===== config.mk =====
export PLATFORM = sky130hd
export DESIGN_NAME = axis_loopback_fifo
export DESIGN_NICKNAME = d
export VERILOG_FILES = /design/src/rtl/axis_loopback_fifo.sv
export SDC_FILE = /design/constraint.sdc
export NUM_CORES = 1
export LEC_CHECK = 0
export BUFFER_PORTS_ARGS = -buffer_cell sky130_fd_sc_hd__buf_2
export CAP_MARGIN = 20
export CELL_PAD_IN_SITES_DETAIL_PLACEMENT = 0
export CELL_PAD_IN_SITES_GLOBAL_PLACEMENT = 1
export CORE_MARGIN = 3
export CORE_UTILIZATION = 45
export DETAILED_ROUTE_END_ITERATION = 8
export PLACE_DENSITY_LB_ADDON = 0.1
export SETUP_SLACK_MARGIN = 0.02
export SKIP_LAST_GASP = 1
export SYNTH_ARGS = -nofsm -noshare
export SYNTH_HDL_FRONTEND = slang
export SYNTH_SLANG_ARGS = --single-unit

===== constraint.sdc =====
create_clock -name clk -period 4.2 [get_ports clk]
set_input_delay 0.84 -clock clk [delete_from_list [all_inputs] [get_ports clk]]
set_output_delay 0.84 -clock clk [all_outputs]
set_load 0.01 [all_outputs]

===== src/rtl/axis_loopback_fifo.sv =====
// AXI-Stream loopback FIFO with first-word-fall-through output, optional store-and-forward.
// Define AXIS_LOOPBACK_FIFO_STATS_EN to build the pkt_count/word_count statistics counters.
module axis_loopback_fifo #(
    parameter int DATA_WIDTH = 32,
    parameter int DEPTH      = 16,
    parameter int STORE_FWD  = 0
) (
    input  logic                     clk,
    input  logic                     rst_n,
    input  logic                     s_axis_tvalid,
    input  logic                     s_axis_tlast,
    input  logic [DATA_WIDTH-1:0]    s_axis_tdata,
    output logic                     s_axis_tready,
    output logic                     m_axis_tvalid,
    output logic                     m_axis_tlast,
    output logic [DATA_WIDTH-1:0]    m_axis_tdata,
    input  logic                     m_axis_tready,
    output logic [$clog2(DEPTH):0]   level,
    output logic                     oversize,
    output logic [15:0]              pkt_count,
    output logic [31:0]              word_count
);
    localparam int AW = $clog2(DEPTH);
    localparam int LW = AW + 1;
    localparam logic [LW-1:0] FULL_LEVEL = LW'(DEPTH);

    typedef enum logic {WAIT, SEND} state_t;

    logic [DATA_WIDTH:0] mem_q [DEPTH];
    logic [AW-1:0]       wrPtr_q;
    logic [AW-1:0]       rdPtr_q;
    logic [LW-1:0]       level_q;
    logic [LW-1:0]       level_d;
    logic [LW-1:0]       pktsStored_q;
    logic [LW-1:0]       pktsStored_d;
    logic                full;
    logic                empty;
    logic                wrEn;
    logic                rdEn;
    logic                wrLast;
    logic                rdLast;

    // Ready is computed from the registered level only, so a read cannot open a full FIFO in the same cycle.
    assign full          = (level_q == FULL_LEVEL);
    assign empty         = (level_q == '0);
    assign s_axis_tready = rst_n && !full;
    assign wrEn          = s_axis_tvalid && s_axis_tready;
    assign rdEn          = m_axis_tvalid && m_axis_tready;
    assign wrLast        = wrEn && s_axis_tlast;
    assign rdLast        = rdEn && m_axis_tlast;
    assign {m_axis_tlast, m_axis_tdata} = mem_q[rdPtr_q];
    assign level         = level_q;

    always_comb begin
        level_d      = level_q;
        pktsStored_d = pktsStored_q;
        if (wrEn && !rdEn) begin
            level_d = level_q + LW'(1);
        end else if (!wrEn && rdEn) begin
            level_d = level_q - LW'(1);
        end
        if (wrLast && !rdLast) begin
            pktsStored_d = pktsStored_q + LW'(1);
        end else if (!wrLast && rdLast) begin
            pktsStored_d = pktsStored_q - LW'(1);
        end
    end

    // Storage is not reset: an entry only matters once level says it holds a word.
    always_ff @(posedge clk) begin
        if (wrEn) begin
            mem_q[wrPtr_q] <= {s_axis_tlast, s_axis_tdata};
        end
    end

    always_ff @(posedge clk) begin
        if (!rst_n) begin
            wrPtr_q      <= '0;
            rdPtr_q      <= '0;
            level_q      <= '0;
            pktsStored_q <= '0;
        end else begin
            if (wrEn) begin
                wrPtr_q <= wrPtr_q + AW'(1);
            end
            if (rdEn) begin
                rdPtr_q <= rdPtr_q + AW'(1);
            end
            level_q      <= level_d;
            pktsStored_q <= pktsStored_d;
        end
    end

    generate
        if (STORE_FWD != 0) begin : gStoreFwd
            state_t state_q;
            logic   oversize_q;

            // A full FIFO with no complete packet can never finish in place, so it is released cut-through and flagged.
            always_ff @(posedge clk) begin
                if (!rst_n) begin
                    state_q    <= WAIT;
                    oversize_q <= 1'b0;
                end else begin
                    case (state_q)
                        WAIT: begin
                            if (pktsStored_q != '0 || full) begin
                                state_q <= SEND;
                                if (full && pktsStored_q == '0) begin
                                    oversize_q <= 1'b1;
                                end
                            end
                        end
                        SEND: begin
                            if (rdLast) begin
                                state_q <= WAIT;
                            end
                        end
                    endcase
                end
            end

            assign m_axis_tvalid = rst_n && (state_q == SEND) && !empty;
            assign oversize      = oversize_q;
        end else begin : gCutThrough
            assign m_axis_tvalid = rst_n && !empty;
            assign oversize      = 1'b0;
        end
    endgenerate

`ifdef AXIS_LOOPBACK_FIFO_STATS_EN
    logic [15:0] pktCount_q;
    logic [31:0] wordCount_q;

    always_ff @(posedge clk) begin
        if (!rst_n) begin
            pktCount_q  <= '0;
            wordCount_q <= '0;
        end else if (rdEn) begin
            wordCount_q <= wordCount_q + 32'd1;
            if (m_axis_tlast) begin
                pktCount_q <= pktCount_q + 16'd1;
            end
        end
    end

    assign pkt_count  = pktCount_q;
    assign word_count = wordCount_q;
`else
    assign pkt_count  = '0;
    assign word_count = '0;
`endif

endmodule


=== Word-level counts from Yosys, hierarchy flattened ===
Memory sizes are Yosys's and may differ from the RTL's. A register that Yosys moved wholly into a read port is not among the register bits.
Index checks and enable logic that the tools add are counted.

* $add $sub $neg: 4
* Reduce and logical (&&, ||, !) cells: 12
* Mux-type cells: 6
* Eq/ne operators: 1

{| class="wikitable"
|+ Operators by type and width
! operator !! number
|-
| 5-bit two-way mux || 2
|-
| 4-bit by 1-bit adder with 4-bit output, second input constant || 2
|-
| 4-bit two-way mux || 2
|-
| 1-bit logical AND || 6
|-
| 5-bit by 1-bit adder with 5-bit output, second input constant || 1
|-
| 5-bit equality test, second input constant || 1
|-
| 5-bit logical NOT || 1
|-
| 5-bit by 1-bit subtractor with 5-bit output, second input constant || 1
|-
| 1-bit logical NOT || 4
|-
| 1-bit two-way mux || 2
|-
| 2-bit nonzero test || 1
|}

* Word-level logic and storage cells: 27
* Output and inout port bits: 89
* Memories: 1
* Bits of input ports: 37
* RAM bits: 528
* Bits in registers: 13

{| class="wikitable"
|+ Memory list
! name !! depth !! width !! read ports !! clocked after Yosys merged registers in !! write ports !! RTL line !! text
|-
| mem_q || 16 || 33 || 1 || 1 || 1 || 29 || <nowiki>logic [DATA_WIDTH:0] mem_q [DEPTH];</nowiki>
|}

=== Logic depth before layout (Yosys ltp) ===
Gate-level depths: netlist of the first run.

* Depth in word-level cells: 8
* Gate-level depth with buffers: 10
* Mapped depth without buffers: 10

=== Worst setup path before layout of the first run ===
OpenSTA, ideal clock, no wires.

* Kind: input -> register
* Start: input port s_axis_tvalid
* End: memory mem_q[7][0] (netlist name) (enable)
* Data arrival time: 3701 ps
* Stages: 3
* Path slack: 35 ps
* Library setup time: 464 ps
* Required time: 3736 ps
* Path buffers: 0
* Path through: a21boi_1 > nand2_1 > nor3_1

* Cells in the longest elaborated chain, start to end: 3

{| class="wikitable"
|+ RTL lines
! what !! RTL line !! text
|-
| from (decl) || 10 || <nowiki>input logic s_axis_tvalid,</nowiki>
|-
| 1-bit logical AND || 47 || <nowiki>assign wrEn = s_axis_tvalid && s_axis_tready;</nowiki>
|-
| 1-bit two-way mux || 71 || <nowiki>if (wrEn) begin</nowiki>
|-
| 1-bit two-way mux (not written as such) || 72 || <nowiki>mem_q[wrPtr_q] <= {s_axis_tlast, s_axis_tdata};</nowiki>
|-
| to (decl) || 29 ||
|}

No other way between the ends.

==> metrics.md, run 1 <==
| Metric | Value |
|---|---|
| RSZ-0062 raised after global routing | `no` |
| Rel. slew slack | `0.508` |
| Synth top area cells | `edfxtp_1 75%, mux4_2 14%, a22oi_1 2.3%` |
| F_max | `279 MHz` |
| Detailed-route via count | `9663` |
| Fill count | `3586` |
| # H-tree levels | `2` |
| Iteration-0 DRC Markers | `724` |
| Antenna Cells | `0` |
| CP Launch Type | `flip-flop` |
| Most used routing layer | `met2` |
| Final setup fails | `0` |
| Post-CTS sizing | `0` |
| Largest net degree at the start of global routing | `64` |
| Syn_area_per_cell | `21.5 µm²` |
| Synth cell types | `38` |
| Ys flop type | `edfxtp_1` |
| Crit end category | `output port` |
| Setup bufs post-CTS | `0` |
| IO Pins | `126` |
| HPWL after DPL | `25000 µm` |
| Status | `finished, final reports clean` |
| Hold slack | `535 ps` |
| CP Data Required Time | `3360 ps` |
| Antenna violations before repair | `2` |
| Vias per cell | `5.53` |
| CP arrival | `2740 ps` |
| Total gr overflow | `0` |
| Post-Syn Instances | `981` |
| Final Max Tran Viols | `0` |
| Num rows | `78` |
| I/O Buffers | `76` |
| Root buffer cell | `clkbuf_16` |
| Die width | `223 µm` |
| Routing usage on met1 | `0.255` |
| Pwr Density | `533 nW/µm²` |
| Overall routed net length | `44100 µm` |
| Final min period | `3580 ps` |
| Clock Skews | `14.2 ps` |
| Layout net count | `1155` |
| CTS hold repair buffers | `0` |
| Met2 usage | `0.292` |
| Reg clk slew, reported paths | `60 ps` |
| Seq cells post-synth | `545` |
| # clock sinks | `545` |
| Top cell type by total area after synthesis | `edfxtp_1` |
| Yosys top cell area share | `0.751` |
| Post-route ant nets | `0` |
| Synth warn | `0` |
| EDFF count, synth | `528` |
| First-pass GRT wire length | `66000 µm` |
| Hold Vio Cnt, Final | `0` |
| CP max FO | `63` |
| Met3 Use GR | `0.0366` |
| Max cap viols | `0` |
| Tcrit/Tclk final | `0.852` |
| Drc violations | `0` |
| Vias in the first global route | `10200` |
| Die height | `223 µm` |
| GR Util All Layers | `0.179` |
| Clk Latency, worst-skew pair | `600 ps` |
| Post-synth top cells | `528 x edfxtp_1, 132 x mux4_2, 66 x a22oi_1, 50 x buf_4, 45 x nand2_1` |
| Fin util | `0.524` |
| CTS Buffer Depth | `3` |
| Starting Density | `0.460` |
| Pre-Repair DR Iteration Count | `5` |
| CTS tree | `built` |
| CTS Buf Count | `56` |
| Sum Neg Setup Slack | `0 ps` |
| Area delta synth->final | `13.7%` |
| Drt wl/cell | `25.2 µm` |
| Core area | `45900 µm²` |
| Share of layout cells above drive strength 1 | `0.305` |
| Leak pwr | `7.71 nW` |
| Crit Path Class | `reg -> out` |
| Peak VDD IR | `0.000316 V` |
| Mapped Area | `21100 µm²` |
| Most frequent cell after synthesis | `edfxtp_1` |
| Hold/Removal Path Class | `reg -> reg` |
| Gp weighted congestion | `0.711` |
| Worst-Margin Slew | `736 ps` |
| Total die area | `49600 µm²` |
| Share of flip-flops with an asynchronous set or reset | `0` |
| Post-synthesis sequential area ratio | `0.767` |
[flip-flops by register name (all words and copies together) (netlist names), named ones only]
name and flops:
level 5, wrPtr_q 4, rdPtr_q 4, mem_q 528
[through the flow]
step / instances / instance area [µm²] / setup WS, ps / power (mW)
2_1_floorplan: 1029 / 21300 / 34.7 / 7.83
3_3_place_gp: 1650 / 22400 / 1150 / 8.40
3_5_place_dp: 1650 / 22400 / 1130 / 8.41
4_1_cts: 1746 / 24000 / 524 / 13.0
5_1_grt: 1746 / 24000 / 444 / 13.4
6_report: 1746 / 24000 / 622 / 12.8
[final timing paths]
kind              slack (ps)        from               to  depth (start not counted)
hold reg to reg          530  wrPtr_q[1]       wrPtr_q[1]                          2
hold / removal           530  wrPtr_q[1]       wrPtr_q[1]                          2
setup reg to reg        1160    level[0]         level[4]                          9
setup / recovery         620   flip-flop  m_axis_tdata[2]                          5
[cell type report]
class                      count  area [µm²]  area share
clock buffer                  67        1440      0.0601
clock inverter                29         218     0.00907
inverter                       7        26.3     0.00109
multi-input combinational    377        4560       0.190
sequential                   545       16200       0.675
tap                          600         751      0.0313
timing repair buffer         121         818      0.0341
[power by group]
part	total [mW]	internal [mW]	switching (mW)
sequential	6.22	6.09	0.130
combinational	2.01	0.998	1.01
clock	4.56	2.60	1.95
[routing by layer]
| layer | routed length [µm] | vias up |
|---|---|---|
| met1 | 19600 | 5189 |
| met4 | 673 | 2 |
| met5 | 20 | - |
| met2 | 21700 | 191 |
| li1 | - | 4226 |
| met3 | 2050 | 55 |
[worst max-delay path, stage by stage, from the launching register on]
cell,delay [ps]
dfxtp_4,470
buf_12,430
mux4_2,580
a22oi_1,210
nand2_1,180
buf_2,190
[cells in the final DEF (no fill, tap or decap), types with 8 or more instances in the layout]
master / count
clkinv_1: 16
and2_1: 9
a22oi_1: 66
mux4_2: 132
ha_1: 9
clkbuf_16: 56
nor3_2: 10
buf_2: 76
buf_4: 37
dfxtp_1: 15
buf_12: 8
edfxtp_1: 528
conb_1: 49
nand2_1: 45
clkbuf_1: 11
[kinds of logic (layout without fill, tap and decap cells)]
| family | count (synthesis) | count (layout) | share of synthesized area |
|---|---|---|---|
| XOR/XNOR | 6 | 6 | 0.00249 |
| adder cells (fa/ha/maj) | 10 | 10 | 0.00628 |
| other | 1 | 49 | 0.000178 |
| AO/OA/AOI/OAI | 82 | 82 | 0.0293 |
| AND/OR/NAND/NOR | 94 | 94 | 0.0207 |
| buffers and inverters | 107 | 224 | 0.0313 |
| flip-flops | 545 | 545 | 0.767 |
| multiplexers | 136 | 136 | 0.143 |
(Power assumes the default switching activity.)
==> run 2: changes to the inputs <==
==> constraint.sdc (replaced) <==
create_clock -name clk -period 3.36 [get_ports clk]
set_input_delay 0.672 -clock clk [delete_from_list [all_inputs] [get_ports clk]]
set_output_delay 0.672 -clock clk [all_outputs]
set_load 0.01 [all_outputs]
==> run 2 against run 1 <==
- via count decreased by 0.41%
- hold slack got worse by 99 ps
- non-clock buffer count down 10
- register-to-register slack worse by 550 ps
- power grew 27%
- combinational power is 28% higher
- highest routed layer unchanged
- critical path depth unchanged
- final area up 0.80%
- wire length is 4.7% higher
- clock-buffer cell count down 1
==> metrics.md, run 2 (same netlist as run 1, synthesis figures left out) <==
| Metric | Value |
|---|---|
| Status | `finished, final reports clean` |
| Pre-Repair DR Iteration Count | `5 (unchanged)` |
| Antenna Cells | `0 (unchanged)` |
| I/O Buffers | `76 (unchanged)` |
| CTS Buf Count | `55 (-1.8%)` |
| Gp weighted congestion | `0.705 (-0.84%)` |
| Hold path start | `rst_n` |
| Crit end category | `output port` |
| Max stage delay on crit path | `560 ps (-20 ps)` |
| Final min period | `3170 ps` |
| Buffers plus inverters on the worst setup path | `2 (unchanged)` |
| Reg2Reg Depth | `11 (+2)` |
| R2r endpoint | `level[4]` |
| Hold Vio Cnt, Final | `0 (unchanged)` |
| Reg2Reg Setup Slack | `610 ps (-550 ps)` |
| Detailed-route via count | `9623 (-0.41%)` |
| Core area | `45900 µm² (unchanged)` |
| Die height | `223 µm (unchanged)` |
| CTS tree | `built` |
| Die width | `223 µm (unchanged)` |
| F_max | `316 MHz` |
| Setup bufs post-CTS | `0 (unchanged)` |
| Layout net count | `1144 (-0.95%)` |
| Num rows | `78 (unchanged)` |
| R2r startpoint | `level[0]` |
| Worst Hold Depth | `2 (unchanged)` |
| # clock sinks | `545 (unchanged)` |
| CP Data Required Time | `2690 ps (-670 ps)` |
| Total die area | `49600 µm² (unchanged)` |
| Tcrit/Tclk final | `0.943` |
| Clk Latency, worst-skew pair | `590 ps (about the same)` |
| Post-route ant nets | `0 (unchanged)` |
| Vias per cell | `5.53 (about the same)` |
| Leak pwr | `7.72 nW (+0.21%)` |
| Final Max Tran Viols | `0 (unchanged)` |
| HPWL after DPL | `22800 µm (-9.0%)` |
| Post-CTS sizing | `0 (unchanged)` |
| CP max FO | `22 (-65%)` |
| Fill count | `3616 (+0.84%)` |
| Largest net degree at the start of global routing | `61 (-4.7%)` |
| Starting Density | `0.460 (unchanged)` |
| Final setup fails | `0 (unchanged)` |
| Worst-Margin Slew | `647 ps (-88.6 ps)` |
| Vias in the first global route | `10200 (+0.71%)` |
| Iteration-0 DRC Markers | `812 (+12%)` |
| Overall routed net length | `46100 µm (+4.7%)` |
| Area delta synth->final | `14.6%` |
| Hold endpoint | `wrPtr_q[3]` |
| Top reg by flops | `mem_q` |
| RSZ-0062 raised after global routing | `no` |
| Drc violations | `0 (unchanged)` |
| First-pass GRT wire length | `67900 µm (+2.9%)` |
| Crit Path Class | `reg -> out` |
| Share of layout cells above drive strength 1 | `0.306 (+0.00187)` |
| Design Power | `16.2 mW (+27%)` |
| Fin worst setup slack | `191 ps (-431 ps)` |
| Reg clk slew, reported paths | `60 ps (about the same)` |
| Max cap viols | `0 (unchanged)` |
| Max reg flops | `528 (unchanged)` |
| Area after DPL | `22500 µm² (+0.48%)` |
| Commonest non-fill, non-tap cell in the layout | `edfxtp_1` |
| Rel. slew slack | `0.568 (+0.0602)` |
| Final instance area | `24200 µm² (+0.80%)` |
| CP arrival | `2500 ps (-240 ps)` |
| Pwr Density | `670 nW/µm² (+26%)` |
| CTS hold repair buffers | `0 (unchanged)` |
| Peak VDD IR | `0.000367 V (+16%)` |
| Antenna violations before repair | `1 (-1)` |
| # H-tree levels | `2 (unchanged)` |
| Commonest cells after routing, fill and taps aside | `528 x edfxtp_1, 132 x mux4_2, 76 x buf_2, 66 x a22oi_1, 56 x clkbuf_16` |
| Drt wl/cell | `26.5 µm (+5.1%)` |
| IO Pins | `126 (unchanged)` |
| Fin util | `0.528 (+0.00420)` |
| DP Worst Slack | `598 ps (-532 ps)` |
| Root buffer cell | `clkbuf_16` |
| Hold/Removal Path Class | `in -> reg` |
| CP cell instances | `buf_4 > mux4_2 > a22oi_1 > nand2_1 > buf_2` |
| Total gr overflow | `0 (unchanged)` |
| Clock Skews | `18.7 ps (+4.46 ps)` |
| Hold slack | `436 ps (-98.7 ps)` |
| Slowest CP cell | `mux4_2` |
| GR Util All Layers | `0.187 (+0.00779)` |
| CTS Buffer Depth | `3 (unchanged)` |
| CP top delay family | `buffers and inverters` |
| CP Launch Type | `flip-flop` |
## run 2: cell count changes in the layout (fill, tap and decap cells not counted), sizes merged
cell	before	now
buf	121	111
bufinv	3	5
clkinvlp	1	3
clkbuf	67	66
## run 2: per-stage QoR
stage / instances / TNS [ps]
floorplan: 1029 / -98820
global placement: 1640 / 0
detailed placement: 1640 / 0
CTS: 1739 / 0
global route: 1739 / 0
finish: 1739 / 0
## run 2: power breakdown
part           switching [mW]  leakage [nW]  internal, mW
registers               0.119          4.90          7.61
clock network            2.48         0.851          3.42
logic                    1.32          1.98          1.26
## run 2: worst register-to-register path, delay by kind of cell, from the launching register on
| family | cells | cell delay, ps |
|---|---|---|
| AND/OR/NAND/NOR | 3 | 680 |
| adder cells (fa/ha/maj) | 2 | 640 |
| multiplexers | 2 | 430 |
| flip-flops | 1 | 360 |
| buffers and inverters | 2 | 360 |
| AO/OA/AOI/OAI | 2 | 220 |
## run 2: final cells by class
| cell class | instances | area [µm²] | share of cell area |
|---|---|---|---|
| repair buffers | 111 | 901 | 0.0372 |
| flip-flops and latches | 545 | 16200 | 0.669 |
| clock inverters | 33 | 300 | 0.0124 |
| inverters | 7 | 26.3 | 0.00109 |
| multi-input cells | 377 | 4590 | 0.190 |
| well taps | 600 | 751 | 0.0310 |
| clock buffers | 66 | 1440 | 0.0594 |
## run 2: worst max path at each step
stage / from / end / slack, ps / depth (start not counted)
floorplan: s_axis_tvalid / mem_q[11][0] / -600 / 3
global placement: s_axis_tvalid / level[3] / 620 / 11
detailed placement: level[0] / level[4] / 600 / 11
CTS: flip-flop / m_axis_tdata[29] / 90 / 5
global route: flip-flop / m_axis_tdata[20] / 30 / 5
finish: flip-flop / m_axis_tdata[2] / 190 / 5
## run 2: routing by layer
layer / global-route usage / vias to the layer above / share of wire
met1: 0.243 / 5123 / 0.40
met3: 0.0279 / 66 / 0.043
met4: 0.0537 / 2 / 0.022
li1: - / 4214 / -
met2: 0.330 / 218 / 0.53
met5: 0 / - / 0.00028
==> run 3: changes to the inputs <==
==> constraint.sdc (replaced) <==
create_clock -name clk -period 3.3 [get_ports clk]
set_input_delay 0.66 -clock clk [delete_from_list [all_inputs] [get_ports clk]]
set_output_delay 0.66 -clock clk [all_outputs]
set_load 0.01 [all_outputs]
==> run 3 against run 2 <==
- via count rose by 1.2%
- clock power fell by 2%
- die area did not move
- hold slack got worse by 68 ps
- final cell count rose by 1.0%
- first-iteration DRC count fell by 5.3%
- power rose by 0.95%
- register-to-register slack barely moved
- critical path depth did not move
- highest routed layer unchanged
==> metrics.md, run 3 (same netlist as run 1, synthesis figures left out) <==
| Metric | Value |
|---|---|
| Reg2Reg Setup Slack | `600 ps (about the same)` |
| First-pass GRT wire length | `68700 µm (+1.1%)` |
| Drc violations | `0 (unchanged)` |
| Final setup fails | `0 (unchanged)` |
| # clock sinks | `545 (unchanged)` |
| CTS tree | `built` |
| Largest net degree at the start of global routing | `48 (-21%)` |
| Max cap viols | `0 (unchanged)` |
| Sum Neg Setup Slack | `0 ps (unchanged)` |
| Num rows | `78 (unchanged)` |
| Core area | `45900 µm² (unchanged)` |
| Starting Density | `0.460 (unchanged)` |
| Reg clk slew, reported paths | `60 ps (about the same)` |
| CP cell instances | `buf_12 > mux4_2 > a22oi_1 > nand2_1 > buf_2` |
| Gp weighted congestion | `0.675 (-4.3%)` |
| Slowest CP cell | `dfxtp_4` |
| Pre-Repair DR Iteration Count | `5 (unchanged)` |
| Area delta synth->final | `14.5%` |
| Overall routed net length | `46200 µm (+0.13%)` |
| F_max | `322 MHz` |
| Buffers plus inverters on the worst setup path | `2 (unchanged)` |
| CP arrival | `2440 ps (-60 ps)` |
| Antenna Cells | `0 (unchanged)` |
| Crit path capture | `m_axis_tdata[24]` |
| R2r startpoint | `level[0]` |
| CP top delay family | `flip-flops` |
| Die height | `223 µm (unchanged)` |
| Area of the multi-input gates | `4590 µm² (unchanged)` |
| Finished Layout Cells | `1757 (+1.0%)` |
| CP max FO | `47 (+110%)` |
| Clk Latency, worst-skew pair | `600 ps (about the same)` |
| Fill count | `3620 (+0.11%)` |
| Max reg flops | `528 (unchanged)` |
| Commonest cells after routing, fill and taps aside | `528 x edfxtp_1, 132 x mux4_2, 76 x buf_2, 66 x a22oi_1, 57 x clkbuf_16` |
| Status | `finished, final reports clean` |
| Design Power | `16.4 mW (+0.95%)` |
| Antenna violations before repair | `1 (unchanged)` |
| # H-tree levels | `2 (unchanged)` |
| CTS Buffer Depth | `3 (unchanged)` |
| CTS hold repair buffers | `0 (unchanged)` |
| CTS Buf Count | `56 (+1.8%)` |
| IO Pins | `126 (unchanged)` |
| Max stage delay on crit path | `610 ps (+50 ps)` |
| Vias per cell | `5.54 (+0.17%)` |
| I/O Buffers | `76 (unchanged)` |
| Hold Vio Cnt, Final | `0 (unchanged)` |
| Drt wl/cell | `26.3 µm (-0.90%)` |
| Top reg by flops | `mem_q` |
| CP Launch Type | `flip-flop` |
| Share of layout cells above drive strength 1 | `0.309 (+0.00301)` |
| Post-route ant nets | `0 (unchanged)` |
| Worst-Margin Slew | `557 ps (-89.9 ps)` |
| Hold/Removal Path Class | `in -> reg` |
| Peak VDD IR | `0.000402 V (+9.6%)` |
| Rel. slew slack | `0.628 (+0.0594)` |
| GR Util All Layers | `0.189 (+0.00216)` |
| Reg2Reg Depth | `9 (-2)` |
| Total die area | `49600 µm² (unchanged)` |
| Final Max Tran Viols | `0 (unchanged)` |
| Crit path depth | `5 (unchanged)` |
| Leak pwr | `7.75 nW (+0.41%)` |
| Pwr Density | `677 nW/µm² (+1.1%)` |
| Inst Count DP | `1653 (+0.79%)` |
| Root buffer cell | `clkbuf_16` |
| Detailed-route via count | `9739 (+1.2%)` |
| Final min period | `3100 ps` |
| Clock Skews | `13.7 ps (-4.94 ps)` |
| Total gr overflow | `0 (unchanged)` |
| RSZ-0062 raised after global routing | `no` |
| R2r endpoint | `level[3]` |
| Die width | `223 µm (unchanged)` |
| Commonest non-fill, non-tap cell in the layout | `edfxtp_1` |
| Iteration-0 DRC Markers | `769 (-5.3%)` |
| CP Data Required Time | `2640 ps (-50 ps)` |
| HPWL after DPL | `24800 µm (+9.2%)` |
| Layout net count | `1161 (+1.5%)` |
| Vias in the first global route | `10300 (+1.1%)` |
| Crit Path Class | `reg -> out` |
| Tcrit/Tclk final | `0.940` |
| Crit end category | `output port` |
| Register area | `16200 µm² (unchanged)` |
[run 3: how the worst min path moves through the flow]
stage | start | to | slack, ps | depth (start not counted)
detailed placement | wrPtr_q[1] | wrPtr_q[1] | 530 | 2
CTS | rst_n | level[0] | 330 | 2
global placement | wrPtr_q[1] | wrPtr_q[1] | 520 | 2
floorplan | wrPtr_q[1] | wrPtr_q[1] | 490 | 2
finish | rst_n | level[0] | 370 | 2
global route | rst_n | level[1] | 350 | 2
[run 3: cell type report]
type	instances	share of cell area
Multi-Input combinational cell	377	0.190
Sequential cell	545	0.670
Timing Repair Buffer	127	0.0388
Tap cell	600	0.0310
Inverter	7	0.00109
Clock inverter	31	0.00833
Clock buffer	70	0.0610
[run 3: per-stage QoR]
stage | setup slack [ps] | util | hold slack (ps) | cell area (µm²)
after floorplan | -647 | - | 489 | 21300
after CTS | 67.5 | 0.527 | 333 | 24200
final | 199 | 0.527 | 369 | 24200
after global routing | 37.0 | 0.527 | 354 | 24200
after detailed placement | 555 | 0.490 | 528 | 22500
after global placement | 540 | 0.490 | 522 | 22500
[run 3: where the power goes]
part | internal (mW) | leakage (nW) | switching [mW] | total (mW)
sequential | 7.75 | 4.90 | 0.111 | 7.86
combinational | 1.34 | 2.04 | 1.37 | 2.71
clock | 3.30 | 0.816 | 2.50 | 5.80
[run 3: routing by layer]
metal	wire length, µm	track usage	up-vias
met1	19900	0.259	5232
met3	2050	0.0371	58
li1	-	-	4240
met4	680	0.0381	2
met5	9	0	-
met2	23600	0.321	207
[run 3: worst register-to-register path, delay by kind of cell (launching register included)]
family / cells / cell delay [ps]
DFF: 1 / 370
and+or+nand+nor: 3 / 1300
adders and majority gates: 2 / 510
buffers and inverters: 1 / 110
AOI/OAI and AO/OA: 3 / 360
[run 3: what timing repair did]
item                                    CTS  global route
pin swaps                                 0             0
endpoints found under the setup margin   19             1
buffers inserted                          3             0
resized for setup                         2             1
